===== src/rtl/fault_buf_reader_pkg.sv =====
// Shared types and helpers for the fault buffer read-side sequencer.
package fault_buf_reader_pkg;

  typedef enum logic [2:0] {
    ST_IDLE   = 3'd0,
    ST_FROZEN = 3'd1,
    ST_READ   = 3'd2,
    ST_DRAIN  = 3'd3,
    ST_DONE   = 3'd4
  } state_e;

  // Output FIFO must absorb every read that can be in flight plus slack for one
  // word waiting and one word being issued, so full-rate streaming never stalls.
  function automatic int fifo_depth(input int rd_lat);
    return rd_lat + 2;
  endfunction

endpackage


===== src/rtl/fault_buf_fifo.sv =====
// Small first-word-fall-through FIFO with occupancy count and synchronous clear.
module fault_buf_fifo #(
  parameter int WIDTH = 33,
  parameter int DEPTH = 4,
  localparam int CNT_W = $clog2(DEPTH + 1),
  localparam int PTR_W = (DEPTH > 1) ? $clog2(DEPTH) : 1
) (
  input  logic             clk,
  input  logic             rst_n,
  input  logic             clr,
  input  logic             push,
  input  logic [WIDTH-1:0] din,
  input  logic             pop,
  output logic [WIDTH-1:0] dout,
  output logic             valid,
  output logic [CNT_W-1:0] count
);

  logic [WIDTH-1:0] mem_q [DEPTH];
  logic [WIDTH-1:0] mem_d [DEPTH];
  logic [PTR_W-1:0] wr_ptr_q, wr_ptr_d;
  logic [PTR_W-1:0] rd_ptr_q, rd_ptr_d;
  logic [CNT_W-1:0] count_q, count_d;
  logic             do_push, do_pop;

  // Pointers wrap explicitly so DEPTH need not be a power of two.
  function automatic logic [PTR_W-1:0] ptr_inc(input logic [PTR_W-1:0] p);
    return (p == PTR_W'(DEPTH - 1)) ? '0 : p + PTR_W'(1);
  endfunction

  // Next-state for storage, pointers and count; clear overrides push/pop.
  always_comb begin
    mem_d    = mem_q;
    wr_ptr_d = wr_ptr_q;
    rd_ptr_d = rd_ptr_q;
    count_d  = count_q;
    do_pop   = pop && (count_q != '0);
    do_push  = push && ((count_q != CNT_W'(DEPTH)) || do_pop);
    if (do_push) begin
      mem_d[wr_ptr_q] = din;
      wr_ptr_d        = ptr_inc(wr_ptr_q);
    end
    if (do_pop) begin
      rd_ptr_d = ptr_inc(rd_ptr_q);
    end
    case ({do_push, do_pop})
      2'b10:   count_d = count_q + CNT_W'(1);
      2'b01:   count_d = count_q - CNT_W'(1);
      default: count_d = count_q;
    endcase
    if (clr) begin
      wr_ptr_d = '0;
      rd_ptr_d = '0;
      count_d  = '0;
    end
  end

  // State registers.
  always_ff @(posedge clk or negedge rst_n) begin
    if (!rst_n) begin
      for (int i = 0; i < DEPTH; i++) mem_q[i] <= '0;
      wr_ptr_q <= '0;
      rd_ptr_q <= '0;
      count_q  <= '0;
    end else begin
      mem_q    <= mem_d;
      wr_ptr_q <= wr_ptr_d;
      rd_ptr_q <= rd_ptr_d;
      count_q  <= count_d;
    end
  end

  assign dout  = mem_q[rd_ptr_q];
  assign valid = (count_q != '0);
  assign count = count_q;

endmodule


===== src/rtl/fault_buf_reader.sv =====
// Read-side sequencer for the post-mortem fault capture buffer.
//   state  | meaning
//   IDLE   | waiting for capture to freeze the buffer
//   FROZEN | write pointer latched, waiting for software start
//   READ   | issuing RAM reads oldest-first, throttled by FIFO credit
//   DRAIN  | all reads issued; waiting for returns and last handshake
//   DONE   | one-cycle re-arm pulse to capture side
module fault_buf_reader
  import fault_buf_reader_pkg::*;
#(
  parameter int ADDR_W = 12,
  parameter int DATA_W = 32,
  parameter int RD_LAT = 2
) (
  input  logic              clk,
  input  logic              reset,
  input  logic              usr_rst,
  input  logic              cap_done,
  input  logic [ADDR_W-1:0] wr_ptr,
  input  logic              rd_start,
  input  logic [ADDR_W-1:0] rd_len,
  output logic              mem_rd_en,
  output logic [ADDR_W-1:0] mem_rd_addr,
  input  logic [DATA_W-1:0] mem_rd_data,
  output logic [DATA_W-1:0] dout,
  output logic              dout_valid,
  input  logic              dout_ready,
  output logic              dout_last,
  output logic              busy,
  output logic              frozen,
  output logic              rearm
);

  localparam int DEPTH = fifo_depth(RD_LAT);
  localparam int CNT_W = $clog2(DEPTH + 1);
  localparam int OCC_W = $clog2(DEPTH + RD_LAT + 1);
  localparam logic [ADDR_W:0] FULL_LEN = {1'b1, {ADDR_W{1'b0}}};
  localparam logic [ADDR_W:0] LEN_ONE  = {{ADDR_W{1'b0}}, 1'b1};

  state_e            state_q, state_d;
  logic [ADDR_W-1:0] base_ptr_q, base_ptr_d;
  logic [ADDR_W-1:0] rd_addr_q, rd_addr_d;
  logic [ADDR_W:0]   issue_cnt_q, issue_cnt_d;
  logic [RD_LAT-1:0] vld_sr_q, vld_sr_d;
  logic [RD_LAT-1:0] last_sr_q, last_sr_d;
  logic [ADDR_W:0]   len;
  logic [OCC_W-1:0]  in_flight;
  logic              credit, issue, drain_done;
  logic              fifo_valid, fifo_pop;
  logic [DATA_W:0]   fifo_dout;
  logic [CNT_W-1:0]  fifo_count;

  // Reads still travelling through the RAM pipeline.
  always_comb begin
    in_flight = '0;
    for (int i = 0; i < RD_LAT; i++) in_flight = in_flight + OCC_W'(vld_sr_q[i]);
  end

  // Count the word landing this cycle but not the one popping, so credit is conservative.
  assign credit   = (in_flight + OCC_W'(fifo_count)) < OCC_W'(DEPTH);
  assign fifo_pop = fifo_valid && dout_ready;
  // Leave DRAIN on the same edge that takes the final word so rearm follows immediately.
  assign drain_done = (vld_sr_q == '0) &&
                      ((fifo_count == '0) || ((fifo_count == CNT_W'(1)) && fifo_pop));

  // FSM next-state, read issue and return-tracking shift registers.
  always_comb begin
    state_d     = state_q;
    base_ptr_d  = base_ptr_q;
    rd_addr_d   = rd_addr_q;
    issue_cnt_d = issue_cnt_q;
    issue       = 1'b0;
    len         = (rd_len == '0) ? FULL_LEN : {1'b0, rd_len};
    case (state_q)
      ST_IDLE: begin
        if (cap_done) begin
          base_ptr_d = wr_ptr;
          state_d    = ST_FROZEN;
        end
      end
      ST_FROZEN: begin
        if (rd_start) begin
          issue_cnt_d = len;
          rd_addr_d   = base_ptr_q - len[ADDR_W-1:0];
          state_d     = ST_READ;
        end
      end
      ST_READ: begin
        if (credit) begin
          issue       = 1'b1;
          rd_addr_d   = rd_addr_q + ADDR_W'(1);
          issue_cnt_d = issue_cnt_q - LEN_ONE;
          if (issue_cnt_q == LEN_ONE) state_d = ST_DRAIN;
        end
      end
      ST_DRAIN: begin
        if (drain_done) state_d = ST_DONE;
      end
      ST_DONE:  state_d = ST_IDLE;
      default:  state_d = ST_IDLE;
    endcase
    if (usr_rst) begin
      state_d     = ST_IDLE;
      base_ptr_d  = '0;
      rd_addr_d   = '0;
      issue_cnt_d = '0;
      issue       = 1'b0;
    end
    vld_sr_d     = vld_sr_q << 1;
    vld_sr_d[0]  = issue;
    last_sr_d    = last_sr_q << 1;
    last_sr_d[0] = issue && (issue_cnt_q == LEN_ONE);
    if (usr_rst) begin
      vld_sr_d  = '0;
      last_sr_d = '0;
    end
  end

  // State registers.
  always_ff @(posedge clk or negedge reset) begin
    if (!reset) begin
      state_q     <= ST_IDLE;
      base_ptr_q  <= '0;
      rd_addr_q   <= '0;
      issue_cnt_q <= '0;
      vld_sr_q    <= '0;
      last_sr_q   <= '0;
    end else begin
      state_q     <= state_d;
      base_ptr_q  <= base_ptr_d;
      rd_addr_q   <= rd_addr_d;
      issue_cnt_q <= issue_cnt_d;
      vld_sr_q    <= vld_sr_d;
      last_sr_q   <= last_sr_d;
    end
  end

  fault_buf_fifo #(
    .WIDTH (DATA_W + 1),
    .DEPTH (DEPTH)
  ) u_fifo (
    .clk   (clk),
    .rst_n (reset),
    .clr   (usr_rst),
    .push  (vld_sr_q[RD_LAT-1]),
    .din   ({last_sr_q[RD_LAT-1], mem_rd_data}),
    .pop   (fifo_pop),
    .dout  (fifo_dout),
    .valid (fifo_valid),
    .count (fifo_count)
  );

  assign mem_rd_en   = issue;
  assign mem_rd_addr = issue ? rd_addr_q : '0;
  assign dout_valid  = fifo_valid;
  assign dout        = fifo_valid ? fifo_dout[DATA_W-1:0] : '0;
  assign dout_last   = fifo_valid && fifo_dout[DATA_W];
  assign busy        = (state_q == ST_READ) || (state_q == ST_DRAIN);
  assign frozen      = (state_q == ST_FROZEN) || (state_q == ST_READ) || (state_q == ST_DRAIN);
  assign rearm       = (state_q == ST_DONE);

endmodule


===== config.mk =====
export PLATFORM = sky130hd
export DESIGN_NAME = fault_buf_reader
export DESIGN_NICKNAME = d
export VERILOG_FILES = /design/src/rtl/fault_buf_reader_pkg.sv /design/src/rtl/fault_buf_fifo.sv /design/src/rtl/fault_buf_reader.sv
export SDC_FILE = /design/constraint.sdc
export NUM_CORES = 1
export LEC_CHECK = 0
export ABC_AREA = 1
export CORE_MARGIN = 1
export CORE_UTILIZATION = 52
export DETAILED_ROUTE_END_ITERATION = 10
export PLACE_DENSITY = 0.84
export REMOVE_ABC_BUFFERS = 1
export SLEW_MARGIN = 20
export SYNTH_ARGS = -nofsm -noshare
export SYNTH_HDL_FRONTEND = slang
export SYNTH_HIERARCHICAL = 1
export SYNTH_SLANG_ARGS = --single-unit

===== constraint.sdc =====
create_clock -name clk -period 2 [get_ports clk]
set_input_delay 0.2 -clock clk [delete_from_list [all_inputs] [get_ports clk]]
set_output_delay 0.2 -clock clk [all_outputs]
set_load 0.01 [all_outputs]

## Word-level counts from Yosys, hierarchy flattened

Cells that the tools add are included.

| storage, ports and cells | value |
|---|---|
| flip-flop bits (word level) | 183 |
| bits of input ports | 62 |
| output and inout port bits | 50 |

| operators by class | value |
|---|---|
| $add $sub $neg | 9 |
| $lt $le $gt $ge | 4 |
| equality and inequality tests | 16 |
| mux-type cells | 40 |
| bitwise gates (word level) | 2 |
| reduce and logical (&&, ||, !) cells | 27 |

Operators by type and width:

| operator | number |
|---|---|
| bitwise mux 132 bit | 1 |
| 2-to-1 mux 33 bit | 3 |
| 2-to-1 mux 12 bit | 7 |
| binary-select mux 33 bit (select 2 bit) | 1 |
| demux 33 bit (select 2 bit) | 1 |
| 2-to-1 mux 13 bit | 4 |
| 2-to-1 mux 32 bit | 1 |
| one-hot mux 13 bit (2 select lines) | 1 |
| one-hot mux 12 bit (2 select lines) | 1 |
| 2-to-1 mux 3 bit | 7 |
| inequality test 3 bit, second input constant | 6 |
| 2-to-1 mux 2 bit | 8 |
| equality test 13 x 1 -> 1 bit, second input constant | 1 |
| subtractor 13 x 1 -> 13 bit, second input constant | 1 |
| adder 12 x 1 -> 12 bit, second input constant | 1 |
| zero test 12 bit | 1 |
| one-hot mux 3 bit (4 select lines) | 1 |
| subtractor 12 bit | 1 |
| nonzero test 3 bit | 3 |
| logical AND 1 bit | 8 |
| nonzero test 2 bit | 4 |
| equality test 2 bit, second input constant | 3 |
| equality test 3 x 1 -> 1 bit, second input constant | 2 |
| equality test 3 x 2 -> 1 bit, second input constant | 2 |
| 19 further kinds | 29 |

## Longest topological paths before layout

| logic depth | value |
|---|---|
| depth in word-level cells | 8 |
| depth in mapped cells | 14 |

## Hierarchy

The synthesis kept the hierarchy.

Modules (own cells, without submodules):

| module | times used | cells each | area an instance (µm²) | sequential area each (µm²) |
|---|---|---|---|---|
| fault_buf_fifo | 1 | 818 | 6641.4 | 3478.3 |
| fault_buf_reader | 1 | 619 | 3732.3 | 1101.1 |

## Least setup slack after synthesis

Ideal clock, no wire load.

| path | value |
|---|---|
| path type | register to register |
| start point | reg u_fifo.count_q[1] (netlist: u_fifo/count[1]) |
| end point | reg u_fifo.count_q[2] (netlist: u_fifo/count[2]) |
| library setup time | 0.119 ns |
| arrival time | 2.049 ns |
| setup slack | -0.168 ns |
| stages on the path, launching flop included | 15 |
| period minus slack after synthesis | 2.168 ns |
| cell sequence | dfrtp_1 > nor2_2 > nand2_1 > clkbuf_1 > nand2_1 > inv_1 > nand3_1 > inv_1 > fa_1 > xnor2_1 > inv_1 > nand2_1 > nand2_1 > nand3_1 > nand2_1 |

| on the way | value |
|---|---|
| cells in the longest elaborated chain, start to end | 8 |
| elaborated cells between the ends (all ways) | 13 |
| those cells by class | add/sub: 2; eq/ne: 3; mux: 2; reduce/logical: 6 |

Ends and longest elaborated chain:

| what | line | text |
|---|---|---|
| from (decl) | fault_buf_fifo.sv:23 | `logic [CNT_W-1:0] count_q, count_d;` |
| from (signal assigned) | fault_buf_fifo.sv:69 | `count_q <= count_d;` |
| nonzero test 3 bit * | fault_buf_fifo.sv:74 | `assign valid = (count_q != '0);` |
| net dout_valid | fault_buf_reader.sv:26 | `output logic dout_valid,` |
| logical AND 1 bit * | fault_buf_reader.sv:61 | `assign fifo_pop = fifo_valid && dout_ready;` |
| net fifo_pop | fault_buf_reader.sv:49 | `logic fifo_valid, fifo_pop;` |
| logical AND 1 bit * | fault_buf_fifo.sv:37 | `do_pop = pop && (count_q != '0);` |
| logical OR 1 bit | fault_buf_fifo.sv:38 | `do_push = push && ((count_q != CNT_W'(DEPTH)) \|\| do_pop);` |
| logical AND 1 bit | fault_buf_fifo.sv:38 |  |
| equality test 2 x 1 -> 1 bit or equality test 2 bit (tied branches) | fault_buf_fifo.sv:46 | `case ({do_push, do_pop})` |
| one-hot mux 3 bit (2 select lines) | fault_buf_fifo.sv:46 |  |
| 2-to-1 mux 3 bit | fault_buf_fifo.sv:51 | `if (clr) begin` |

Mark *: on every way through the listed nets, which the timed path passes. The rest lies on a longest branch.
A chain may end at the register's enable or synchronous reset.

## Final worst setup path

| path | value |
|---|---|
| start point | reg vld_sr_q[0] |
| end point | out mem_rd_addr[7] |

| on the way | value |
|---|---|
| cells in the longest elaborated chain, start to end | 7 |

Ends and longest elaborated chain:

| what | line | text |
|---|---|---|
| from (decl) | fault_buf_reader.sv:44 | `logic [RD_LAT-1:0] vld_sr_q, vld_sr_d;` |
| from (signal assigned) | fault_buf_reader.sv:133 | `vld_sr_q <= vld_sr_d;` |
| adder 1 x 1 -> 2 bit | fault_buf_reader.sv:56 | `for (int i = 0; i < RD_LAT; i++) in_flight = in_flight + OCC_W'(vld_sr_q[i]);` |
| adder 2 x 3 -> 3 bit | fault_buf_reader.sv:60 | `assign credit = (in_flight + OCC_W'(fifo_count)) < OCC_W'(DEPTH);` |
| < comparator 3 bit | fault_buf_reader.sv:60 |  |
| 2-to-1 mux 1 bit | fault_buf_reader.sv:89 | `if (credit) begin` |
| 2-to-1 mux 1 bit | fault_buf_reader.sv:74 | `case (state_q)` |
| 2-to-1 mux 1 bit | fault_buf_reader.sv:102 | `if (usr_rst) begin` |
| 2-to-1 mux 12 bit | fault_buf_reader.sv:154 | `assign mem_rd_addr = issue ? rd_addr_q : '0;` |
| to (decl) | fault_buf_reader.sv:23 | `output logic [ADDR_W-1:0] mem_rd_addr,` |

No other way between the ends.

==> qor.tcl <==
set qor(vias_in_the_first_global_route) 10531
set qor(track_usage_pct) 33.1
set qor(met1Wirelength_um) 13800
set qor(hold_viol) 0
set qor(final.hold.worst_slack_ps) 237
set qor(drc) 0
set qor(critPathLaunch) {vld_sr_q[0]}
set qor(placement_rows) 51
set qor(antenna_violations_before_repair) 0
set qor(seq_power_share_pct) 27.9
set qor(synth.distinct_cells) 38
set qor(routed.top_layer) {met4}
set qor(critPathLaunchType) {register}
set qor(grt_max_degree) 57
set qor(layout-drive-gt1-share_pct) 22.2
set qor(die_area_sq_um) 20500
set qor(path_clk_slew_ps) 80
set qor(worstSetupPathType) {reg2out}
set qor(final_cell_mix) {nand2_1, dfrtp_1, o21ai_0, inv_1, nor2_1}
set qor(met2_length_um) 18500
set qor(synthesis_stage_register_bit_count) 183
set qor(met3_length_um) 5170
set qor(initial_core_utilization_pct) 53.1
set qor(clk_latency_ps) 460
set qor(gr-total-overflow) 0
set qor(vias) 11931
set qor(slew_headroom_pct) 56.5
set qor(avgViaCountPerCell) 6.21
set qor(synthDominantCellAreaShare_pct) 44.1
set qor(crit_arrival_ps) 2130
set qor(slew_of_the_pin_with_the_lowest_slew_margin_ps) 652
set qor(final_critical_path_setup_slack_ps) -333
set qor(core_region_area_sq_um) 19500
set qor(detailed_place_hpwl_um) 19000
set qor(violations) {negative setup slack}
set qor(grt_first_pass_wirelength_um) 52600
set qor(totalWireLength_um) 40400
set qor(maxCapViolations) 0
set qor(critical_path_peak_fanout) 7
set qor(floorplan.io_pins) 112
set qor(post_synth_inst_count) 1437
set qor(classification_of_the_worst_slack_hold_path) {in2async}
set qor(comb_power_share_pct) 52.6
set qor(chipHeight_um) 143
set qor(yosysWarnings) 6
set qor(die_x_um) 143
set qor(p_int_mw) 10.3
set qor(fmax_ghz) 0.429
set qor(status) {finished with violations}
set qor(switching_share_of_power_pct) 43.2
set qor(num-nets-final) 1726
set qor(clock_sinks) 183
set qor(power_per_cell_area_nw_per_um2) 1260
set qor(avgRoutedWirePerCell_um) 21.1
set qor(detailedRoute.firstIterationViolations) 1812
set qor(synth.yosys.seq_area_share_pct) 44.1
set qor(setup_total_negative_slack_ps) -7710
set qor(clockPowerShare_pct) 19.5
set qor(synth_area_sq_um) 10400
set qor(synth-edff-count) 0
set qor(tritoncts.num_buffers) 17
set qor(leakagePower_nw) 7.57
set qor(cts.root.buffer_cell) {clkbuf_16}
set qor(layoutNonFillerInstCount) 1920
set qor(layout.area.seq_sq_um) 4580
set qor(setup_failing_eps_final) 49
set qor(end_kind) {output pin}
set qor(synth-main-ff-cell) {dfrtp_1}
set qor(worstReg2RegStart) {u_fifo/count[2]}
set qor(route.antenna.remaining_nets) 0
set qor(rr_worst_depth) 10
set qor(mostFrequentLayoutCell) {nand2_1}
set qor(synth.avg_cell_area_sq_um) 7.22
set qor(clock_tree_from_tritoncts) {yes}
set qor(p_sw_mw) 7.81
set qor(reg2reg_slack_ps) -50
set qor(worst_ir_drop_vdd_uv) 746
set qor(period_share_pct) 117
set qor(cts_htree_levels) 4
set qor(fillCellCount) 1228
set qor(post_synth_main_area_contributors) {dfrtp_1, nand2_1, o21ai_0}
set qor(cp.required_ps) 1800
set qor(cts-root-to-sink-buffers) 2
set qor(portBuffers) 111
set qor(area_of_combinational_cells_with_multiple_inputs_sq_um) 5440
set qor(rr_endpoint) {u_fifo/mem_q[86]}
set qor(rsz0062_at_grt) {yes}
set qor(drt_pre_antenna_iters) 9
set qor(dp.cells) 1804
set qor(routability_cong) 0.923
set qor(synth.largest_area_cell) {dfrtp_1}
set qor(area_growth_pct) 38.3
set qor(finalCriticalPeriod_ps) 2330
set qor(finalMaxSlewViolations) 0
set qor(async_reset_ff_share_pct) 100
set qor(finalClockSkew_ps) 17.2
## repair_timing
action	in CTS	in global routing
gates resized for setup	184	313
setup buffers	21	53
setup endpoints to repair	97	212
cloned	9	10
hold buffers	1	0
endpoints found under the hold margin	44	0
pin swaps	28	73
## power by group through the flow
stage,clock network (mW),logic [mW],registers [mW]
6_report,3.53,9.52,5.05
5_1_grt,3.69,10.1,5.12
4_1_cts,3.45,7.08,4.93
3_5_place_dp,0,6.46,4.98
3_3_place_gp,0,6.29,4.94
2_1_floorplan,0,3.69,4.95
## through the flow
stage,area (sq um),util (%),power (mW),worst slack (ps)
2_1_floorplan,9920,-,8.64,-1710
3_3_place_gp,12000,61.2,11.2,-205
3_5_place_dp,12000,61.2,11.4,-242
4_1_cts,13000,66.7,15.5,-270
5_1_grt,14300,73.5,18.9,-405
6_report,14300,73.5,18.1,-333
## registers in the layout, indices dropped and copies added, names as in the netlist, 3 cells and up
| name | flops |
|---|---|
| u_fifo/count | 3 |
| rd_addr_q | 12 |
| u_fifo/mem_q | 132 |
| issue_cnt_q | 13 |
| state_q | 3 |
| base_ptr_q | 12 |
## cell usage after synthesis (7+ instances only)
| cell | n |
|---|---|
| o21ai_1 | 45 |
| clkbuf_1 | 34 |
| buf_2 | 21 |
| nand2_1 | 472 |
| nand3_1 | 72 |
| inv_1 | 137 |
| dfrtp_1 | 183 |
| nand4_1 | 15 |
| buf_6 | 10 |
| a21oi_1 | 16 |
| nor3_1 | 7 |
| ha_1 | 21 |
| buf_4 | 11 |
| o21ai_0 | 187 |
| nor2_1 | 125 |
| o22ai_1 | 41 |
## final cells by class
type | instances | share of cell area [%]
well taps | 265 | 2.31
repair inverters | 1 | 0.0785
clock inverters | 14 | 1.07
multi-input cells | 1036 | 37.9
flip-flops and latches | 183 | 31.9
diodes | 1 | 0.0174
clock buffers | 18 | 3.06
inverters | 145 | 3.98
repair buffers | 257 | 19.6
## logic make-up after synthesis
kind of cell,Yosys count,synth area share (%)
simple gates,709,28.0
buf+inv,223,9.64
mux,1,0.0965
xor+xnor,7,0.591
flops,183,44.1
compound gates,291,14.6
fa+ha+maj,23,2.92
## layer usage
layer  track usage (%)  up-vias
met1              39.8     5467
li1                  -     5035
met3              7.55      348
met4              18.0        0
met2              55.0     1081
met5                 0        -
## how the worst max path moves through the flow
stage	end	slack (ps)	cells after the start
final	mem_rd_addr[7]	-330	11
after floorplan	u_fifo/mem_q[100]	-1710	10
after global routing	mem_rd_addr[2]	-410	11
after CTS	mem_rd_addr[4]	-270	11
after detailed placement	mem_rd_addr[2]	-240	11
after global placement	mem_rd_addr[8]	-210	8
## critical path: stages, from the launching register on
cell	delay, ps
dfrtp_1	390
ha_1	320
nand2_2	70
nand2_2	60
nand2_2	70
nand2_2	60
and2_4	170
nor2_4	110
inv_4	70
buf_12	160
nor2_4	100
buf_6	110
No activity file was read; power rests on OpenSTA's default activity.
